[src/rtl/box_cmd_rx.sv]
// box_cmd_rx: parses framed box-command packets from the UDP RX byte stream,
// validates framing/count/length/coordinates/checksum and atomically commits
// accepted boxes to flattened draw-box output buses.
// Optional feature macro: BOX_CMD_TIMEOUT_EN (idle timeout clears the boxes).
module box_cmd_rx #(
    parameter int unsigned N_BOX = 1,
    parameter int unsigned H_ACT = 1280,
    parameter int unsigned V_ACT = 720,
    parameter logic [7:0]  MAGIC = 8'hA5
`ifdef BOX_CMD_TIMEOUT_EN
    ,
    parameter int unsigned TIMEOUT = 125_000_000
`endif
) (
    input  logic                          clk,
    input  logic                          rstn,
    input  logic                          rx_valid,
    input  logic [7:0]                    rx_data,
    output logic [N_BOX*$clog2(H_ACT)-1:0] start_xs,
    output logic [N_BOX*$clog2(V_ACT)-1:0] start_ys,
    output logic [N_BOX*$clog2(H_ACT)-1:0] end_xs,
    output logic [N_BOX*$clog2(V_ACT)-1:0] end_ys,
    output logic [N_BOX*24-1:0]            colors,
    output logic [N_BOX-1:0]               box_valid,
    output logic                          commit,
    output logic [7:0]                    err_cnt,
    output logic                          error
);
    localparam int unsigned XW = $clog2(H_ACT);
    localparam int unsigned YW = $clog2(V_ACT);

    typedef enum logic [2:0] {StIdle, StCnt, StBody, StCsum, StDrain} state_e;

    state_e                  state_q, state_d;
    logic [7:0]              n_q, n_d;
    logic [7:0]              box_q, box_d;
    logic [2:0]              byte_q, byte_d;
    logic [39:0]             rec_q, rec_d;     // first five bytes of the current record
    logic [7:0]              csum_q, csum_d;
    logic                    bad_q, bad_d;     // reject pending until end of packet
    logic [N_BOX-1:0][47:0]  shadow_q, shadow_d;
    logic                    accept, reject, tmo_clear;

    logic [N_BOX*XW-1:0]     sx_q, sx_d, ex_q, ex_d;
    logic [N_BOX*YW-1:0]     sy_q, sy_d, ey_q, ey_d;
    logic [N_BOX*24-1:0]     col_q, col_d;
    logic [N_BOX-1:0]        bv_q, bv_d;
    logic [7:0]              err_q, err_d;
    logic                    commit_q, error_q;

    // Complete record as it stands when its sixth byte arrives.
    logic [47:0] full;
    logic        coord_ok;
    assign full     = {rec_q, rx_data};
    assign coord_ok = (full[47:37] <= full[26:16]) && (full[36:27] <= full[15:6]) &&
                      (32'(full[26:16]) < H_ACT) && (32'(full[15:6]) < V_ACT);

    // Parser next-state: framing, count, record capture, checksum and drain.
    always_comb begin
        state_d  = state_q;
        n_d      = n_q;
        box_d    = box_q;
        byte_d   = byte_q;
        rec_d    = rec_q;
        csum_d   = csum_q;
        bad_d    = bad_q;
        shadow_d = shadow_q;
        accept   = 1'b0;
        reject   = 1'b0;
        unique case (state_q)
            StIdle: begin
                if (rx_valid) begin
                    csum_d  = rx_data;
                    box_d   = 8'd0;
                    byte_d  = 3'd0;
                    bad_d   = (rx_data != MAGIC);
                    state_d = (rx_data == MAGIC) ? StCnt : StDrain;
                end
            end
            StCnt: begin
                if (!rx_valid) begin
                    reject  = 1'b1;
                    state_d = StIdle;
                end else begin
                    csum_d = csum_q ^ rx_data;
                    n_d    = rx_data;
                    if (rx_data != 8'd0 && 32'(rx_data) <= N_BOX) begin
                        state_d = StBody;
                    end else begin
                        bad_d   = 1'b1;
                        state_d = StDrain;
                    end
                end
            end
            StBody: begin
                if (!rx_valid) begin
                    reject  = 1'b1;
                    state_d = StIdle;
                end else begin
                    csum_d = csum_q ^ rx_data;
                    rec_d  = {rec_q[31:0], rx_data};
                    if (byte_q == 3'd5) begin
                        byte_d = 3'd0;
                        box_d  = box_q + 8'd1;
                        if (!coord_ok) bad_d = 1'b1;
                        for (int unsigned i = 0; i < N_BOX; i++) begin
                            if (32'(box_q) == i) shadow_d[i] = full;
                        end
                        if (box_q + 8'd1 == n_q) state_d = StCsum;
                    end else begin
                        byte_d = byte_q + 3'd1;
                    end
                end
            end
            StCsum: begin
                if (!rx_valid) begin
                    reject  = 1'b1;
                    state_d = StIdle;
                end else begin
                    if (rx_data != csum_q) bad_d = 1'b1;
                    state_d = StDrain;
                end
            end
            StDrain: begin
                if (rx_valid) begin
                    bad_d = 1'b1;   // any byte past the checksum makes the packet too long
                end else begin
                    accept  = !bad_q;
                    reject  = bad_q;
                    state_d = StIdle;
                end
            end
            default: state_d = StIdle;
        endcase
    end

`ifdef BOX_CMD_TIMEOUT_EN
    logic [26:0] idle_q, idle_d;
    // Idle counter restarts on commit and parks at TIMEOUT-1 to keep outputs cleared.
    always_comb begin
        idle_d = idle_q;
        if (accept) idle_d = 27'd0;
        else if (idle_q != 27'(TIMEOUT - 1)) idle_d = idle_q + 27'd1;
    end
    assign tmo_clear = (idle_q == 27'(TIMEOUT - 1));

    // Idle counter register.
    always_ff @(posedge clk or negedge rstn) begin
        if (!rstn) idle_q <= 27'd0;
        else       idle_q <= idle_d;
    end
`else
    assign tmo_clear = 1'b0;
`endif

    // Output next-state: atomic commit of shadow boxes, timeout clear, error count.
    always_comb begin
        sx_d  = sx_q;
        sy_d  = sy_q;
        ex_d  = ex_q;
        ey_d  = ey_q;
        col_d = col_q;
        bv_d  = bv_q;
        err_d = err_q;
        if (accept) begin
            for (int unsigned i = 0; i < N_BOX; i++) begin
                if (i < 32'(n_q)) begin
                    sx_d[i*XW +: XW]  = XW'(shadow_q[i][47:37]);
                    sy_d[i*YW +: YW]  = YW'(shadow_q[i][36:27]);
                    ex_d[i*XW +: XW]  = XW'(shadow_q[i][26:16]);
                    ey_d[i*YW +: YW]  = YW'(shadow_q[i][15:6]);
                    col_d[i*24 +: 24] = {{4{shadow_q[i][5:4]}}, {4{shadow_q[i][3:2]}},
                                         {4{shadow_q[i][1:0]}}};
                    bv_d[i]           = 1'b1;
                end else begin
                    sx_d[i*XW +: XW]  = '0;
                    sy_d[i*YW +: YW]  = '0;
                    ex_d[i*XW +: XW]  = '0;
                    ey_d[i*YW +: YW]  = '0;
                    col_d[i*24 +: 24] = '0;
                    bv_d[i]           = 1'b0;
                end
            end
        end else if (tmo_clear) begin
            sx_d  = '0;
            sy_d  = '0;
            ex_d  = '0;
            ey_d  = '0;
            col_d = '0;
            bv_d  = '0;
        end
        if (reject && err_q != 8'hFF) err_d = err_q + 8'd1;
    end

    // State and output registers; reset discards any partial packet.
    always_ff @(posedge clk or negedge rstn) begin
        if (!rstn) begin
            state_q  <= StIdle;
            n_q      <= 8'd0;
            box_q    <= 8'd0;
            byte_q   <= 3'd0;
            rec_q    <= 40'd0;
            csum_q   <= 8'd0;
            bad_q    <= 1'b0;
            shadow_q <= '0;
            sx_q     <= '0;
            sy_q     <= '0;
            ex_q     <= '0;
            ey_q     <= '0;
            col_q    <= '0;
            bv_q     <= '0;
            err_q    <= 8'd0;
            commit_q <= 1'b0;
            error_q  <= 1'b0;
        end else begin
            state_q  <= state_d;
            n_q      <= n_d;
            box_q    <= box_d;
            byte_q   <= byte_d;
            rec_q    <= rec_d;
            csum_q   <= csum_d;
            bad_q    <= bad_d;
            shadow_q <= shadow_d;
            sx_q     <= sx_d;
            sy_q     <= sy_d;
            ex_q     <= ex_d;
            ey_q     <= ey_d;
            col_q    <= col_d;
            bv_q     <= bv_d;
            err_q    <= err_d;
            commit_q <= accept;
            error_q  <= reject;
        end
    end

    assign start_xs  = sx_q;
    assign start_ys  = sy_q;
    assign end_xs    = ex_q;
    assign end_ys    = ey_q;
    assign colors    = col_q;
    assign box_valid = bv_q;
    assign err_cnt   = err_q;
    assign commit    = commit_q;
    assign error     = error_q;
endmodule
[config.mk]
export PLATFORM = sky130hd
export DESIGN_NAME = box_cmd_rx
export DESIGN_NICKNAME = d
export VERILOG_FILES = /design/src/rtl/box_cmd_rx.sv
export SDC_FILE = /design/constraint.sdc
export NUM_CORES = 1
export LEC_CHECK = 0
export ABC_AREA = 1
export BUFFER_PORTS_ARGS = -buffer_cell sky130_fd_sc_hd__buf_2
export CELL_PAD_IN_SITES_DETAIL_PLACEMENT = 1
export CELL_PAD_IN_SITES_GLOBAL_PLACEMENT = 1
export CORE_ASPECT_RATIO = 1.25
export CORE_MARGIN = 3
export CORE_UTILIZATION = 35
export DETAILED_ROUTE_END_ITERATION = 8
export PLACE_DENSITY_LB_ADDON = 0.1
export RECOVER_POWER = 25
export SETUP_SLACK_MARGIN = 0.02
export SYNTH_ARGS = -nofsm -noshare
export SYNTH_HDL_FRONTEND = slang
export SYNTH_SLANG_ARGS = --single-unit
[constraint.sdc]
create_clock -name clk -period 2.2 [get_ports clk]
set_clock_uncertainty 0.15 [all_clocks]
set_input_delay 0.11 -clock clk [delete_from_list [all_inputs] [get_ports clk]]
set_output_delay 0.11 -clock clk [all_outputs]
set_load 0.03 [all_outputs]
==> impl_metrics.py <==
metrics = {
    "floorplanning": {
        "io_pins": 88,
        "core_area_sq_mm": 0.0225,
        "fp.dieW_um": 142,
        "num_rows": 61,
        "initial_utilization_pct": 36.0,
        "dieArea_sq_mm": 0.0251,
        "die_height_um": 176,
    },
    "synth": {
        "syn-num-nets": 957,
        "syn_inst": 922,
        "netlist_area_sq_mm": 0.00811,
        "synth_area_leaders": "dfrtp_1 55%, nand2_1 9.2%, o21ai_0 7.3%, inv_1 5.8%, nand3_1 4.6%",
        "netlist.area_leader.share_pct": 54.9,
        "yosysTopAreaCell": "dfrtp_1",
        "yosysSeqAreaShare_pct": 54.9,
        "synth_cell_types": 31,
        "avgSynthCellArea_sq_um": 8.80,
        "yosys_warnings": 0,
        "ys_ff_latch": 178,
    },
    "routing": {
        "dr.pass1.iters": 4,
        "avgViaCountPerCell": 4.80,
        "ant_nets": 0,
        "route.detailed.drc": 0,
        "routed_wirelength_mm": 20.6,
        "num_vias": 6285,
        "avgRoutedWirePerCell_um": 15.7,
        "drt_iter0_drc": 273,
    },
    "setup_path": {
        "r2r_slack_ns": 0.22,
        "worst_setup_path_end_kind": "flop",
        "path_cells": "buf_4, nor2_1, inv_1, nor2_1, inv_1, a21oi_1, nand2_1, o22ai_1",
        "r2r_start": "state_q[2]",
        "r2r_end": "box_q[3]",
        "cp_max_fo": 6,
        "crit_buf_inv": 3,
        "path_delay_family": "simple AND/OR/NAND/NOR gates",
        "critPathArrivalTime_ns": 2.17,
        "reg2reg_depth": 8,
        "start_kind": "flop",
        "slowest_delay_ns": 0.39,
        "worstPathRequired_ns": 2.39,
        "crit_type": "flop to flop",
        "critPathSlowestCell": "dfrtp_1",
    },
    "pwr": {
        "leakage_uw": 0.00462,
        "power_density_mw_per_mm2": 1060,
        "ir_drop_mv": 0.533,
    },
    "hold_path": {
        "hold-path-cell-count": 2,
        "hold_start": "rec_q[7]",
        "hold_end": "rec_q[7]",
        "hold_class": "flop to flop",
    },
    "cts": {
        "cts_tree": "built",
        "clockRootBuffer": "clkbuf_16",
        "htreeDepth": 4,
        "cts.reportedPaths.clkPinSlew_ns": 0.07,
        "cts_buffers": 17,
        "max-clock-path-buffers": 2,
        "cts_sinks": 178,
        "clk_latency_ns": 0.43,
    },
    "timing": {
        "rsz0062_at_grt": "yes",
        "slew-limit-headroom_pct": 9.47,
        "fin_crit_sh_pct": 90.1,
        "fin_hold_ws_ns": 0.334,
        "hold_viol": 0,
        "fin_crit_ns": 1.98,
        "slew_violations": 0,
        "setup_viol": 0,
        "clock.fmax_mhz": 505,
        "worst_pin_slew_ns": 1.36,
        "tns_ns": 0,
    },
    "placement": {
        "place_inst": 1267,
        "dp_hpwl_mm": 15.0,
        "port_buffers": 87,
        "gp_congestion": 0.810,
    },
    "global_routing": {
        "antenna_found_initial": 0,
        "track_usage_pct": 17.4,
        "grt_pass1_vias": 6687,
        "grt_max_degree": 64,
        "grt_pass1_wl_mm": 34.8,
        "grt_overflow": 0,
    },
    "layout": {
        "multi_input_area_sq_mm": 0.00286,
        "antenna_cells": 0,
        "final_cell_mix": "197 x nand2_1, 178 x dfrtp_1, 126 x inv_1",
        "nets": 1048,
        "final_common_cell": "nand2_1",
        "fin_cells": 1309,
        "drive_gt1_share_pct": 15.4,
        "fill_cells": 2651,
        "seqCellArea_sq_mm": 0.00445,
        "syn_to_final_growth_pct": 18.1,
    },
    "outcome": {
        "outcome": "finished clean",
    },
    "run": {
        "cap_violations": 0,
    },
}
## cells in the mapped netlist
| library cell | n |
|---|---|
| or4_1 | 1 |
| buf_6 | 5 |
| nand3b_1 | 4 |
| nand3_1 | 75 |
| inv_1 | 126 |
| o21ai_0 | 118 |
| o31ai_2 | 1 |
| ha_1 | 24 |
| o211ai_1 | 2 |
| a21oi_1 | 15 |
| nand4_1 | 10 |
| nor3_4 | 1 |
| buf_2 | 6 |
| nor3b_1 | 1 |
| a21boi_0 | 1 |
| xor2_1 | 13 |
| inv_2 | 2 |
| o21ai_1 | 40 |
| nor2_1 | 28 |
| o21a_1 | 2 |
| mux2_2 | 2 |
| nand3_2 | 1 |
| nor4_1 | 2 |
| clkbuf_1 | 26 |
| buf_4 | 18 |
| o22ai_1 | 8 |
| xnor2_1 | 5 |
| dfrtp_1 | 178 |
| nand2_1 | 198 |
| buf_1 | 1 |
| nor3_1 | 8 |
## worst max-delay path by stage
stage                          start           end  slack, ns  depth (start not counted)
after floorplan           err_cnt[0]    err_cnt[1]       0.18                          6
after global placement      box_q[0]  shadow_q[45]       0.13                          7
after detailed placement    box_q[0]  shadow_q[41]       0.09                          7
after CTS                   box_q[0]  shadow_q[30]       0.05                          7
after global routing      state_q[2]      box_q[3]      0.001                          8
final                     state_q[2]      box_q[3]       0.22                          8
## worst reg2reg max path, delay by kind of cell, from the launching register on
| kind | cells | cell delay, ns |
|---|---|---|
| flops | 1 | 0.39 |
| compound gates | 2 | 0.38 |
| buf+inv | 3 | 0.36 |
| simple gates | 3 | 0.62 |
## per-layer routing
layer	wire (um)	track usage [%]	vias up
li1	-	-	3148
met1	9150	21.9	3057
met2	10700	30.8	67
met3	464	3.03	13
met4	216	4.20	0
met5	0	0	-
## power by group
group          leakage (uW)  internal (uW)  total, uW  switching [uW]
clock              0.000300           1790       3200            1410
sequential          0.00243           3780       4100             324
combinational       0.00188            817       2870            2050
total               0.00462           6380      10200            3790
## registers in the layout, summed over array words and instances, names as in the netlist, 8 cells and up
name	count
box_q	8
csum_q	8
end_xs	11
end_ys	10
err_cnt	8
n_q	8
rec_q	40
shadow_q	48
start_xs	11
start_ys	10
## through the flow
step / power, uW / worst slack (ns) / utilization [%] / area (sq um)
2_1_floorplan: 6260 / 0.182 / - / 8110
3_3_place_gp: 7040 / 0.133 / 39.5 / 8890
3_5_place_dp: 7090 / 0.0863 / 39.5 / 8890
4_1_cts: 10300 / 0.0546 / 42.6 / 9600
5_1_grt: 10700 / 0.00114 / 42.6 / 9590
6_report: 10200 / 0.219 / 42.6 / 9590
## layout make-up
class,instances,area share (%)
Sequential cell,178,46.5
Multi-Input combinational cell,560,29.9
Timing Repair Buffer,128,8.55
Inverter,128,5.01
Clock buffer,19,4.72
Tap cell,283,3.69
Clock inverter,13,1.70
## repair_timing
action	4_1_cts	5_1_grt
setup buffers	0	0
endpoints found under the hold margin	181	0
setup endpoints to repair	0	51
hold buffers	10	0
gates resized for setup	0	3
## cell families (layout without fill, tap and decap cells)
group	after synthesis	count (layout)	synth area share (%)
AND/OR/NAND/NOR	329	329	17.4
flip-flops	178	178	54.9
XOR/XNOR	18	18	1.94
buffers and inverters	184	288	9.90
AO/OA/AOI/OAI	187	187	11.9
multiplexers	2	2	0.278
adder cells (fa/ha/maj)	24	24	3.70
Power figures use the tool's default switching activity.
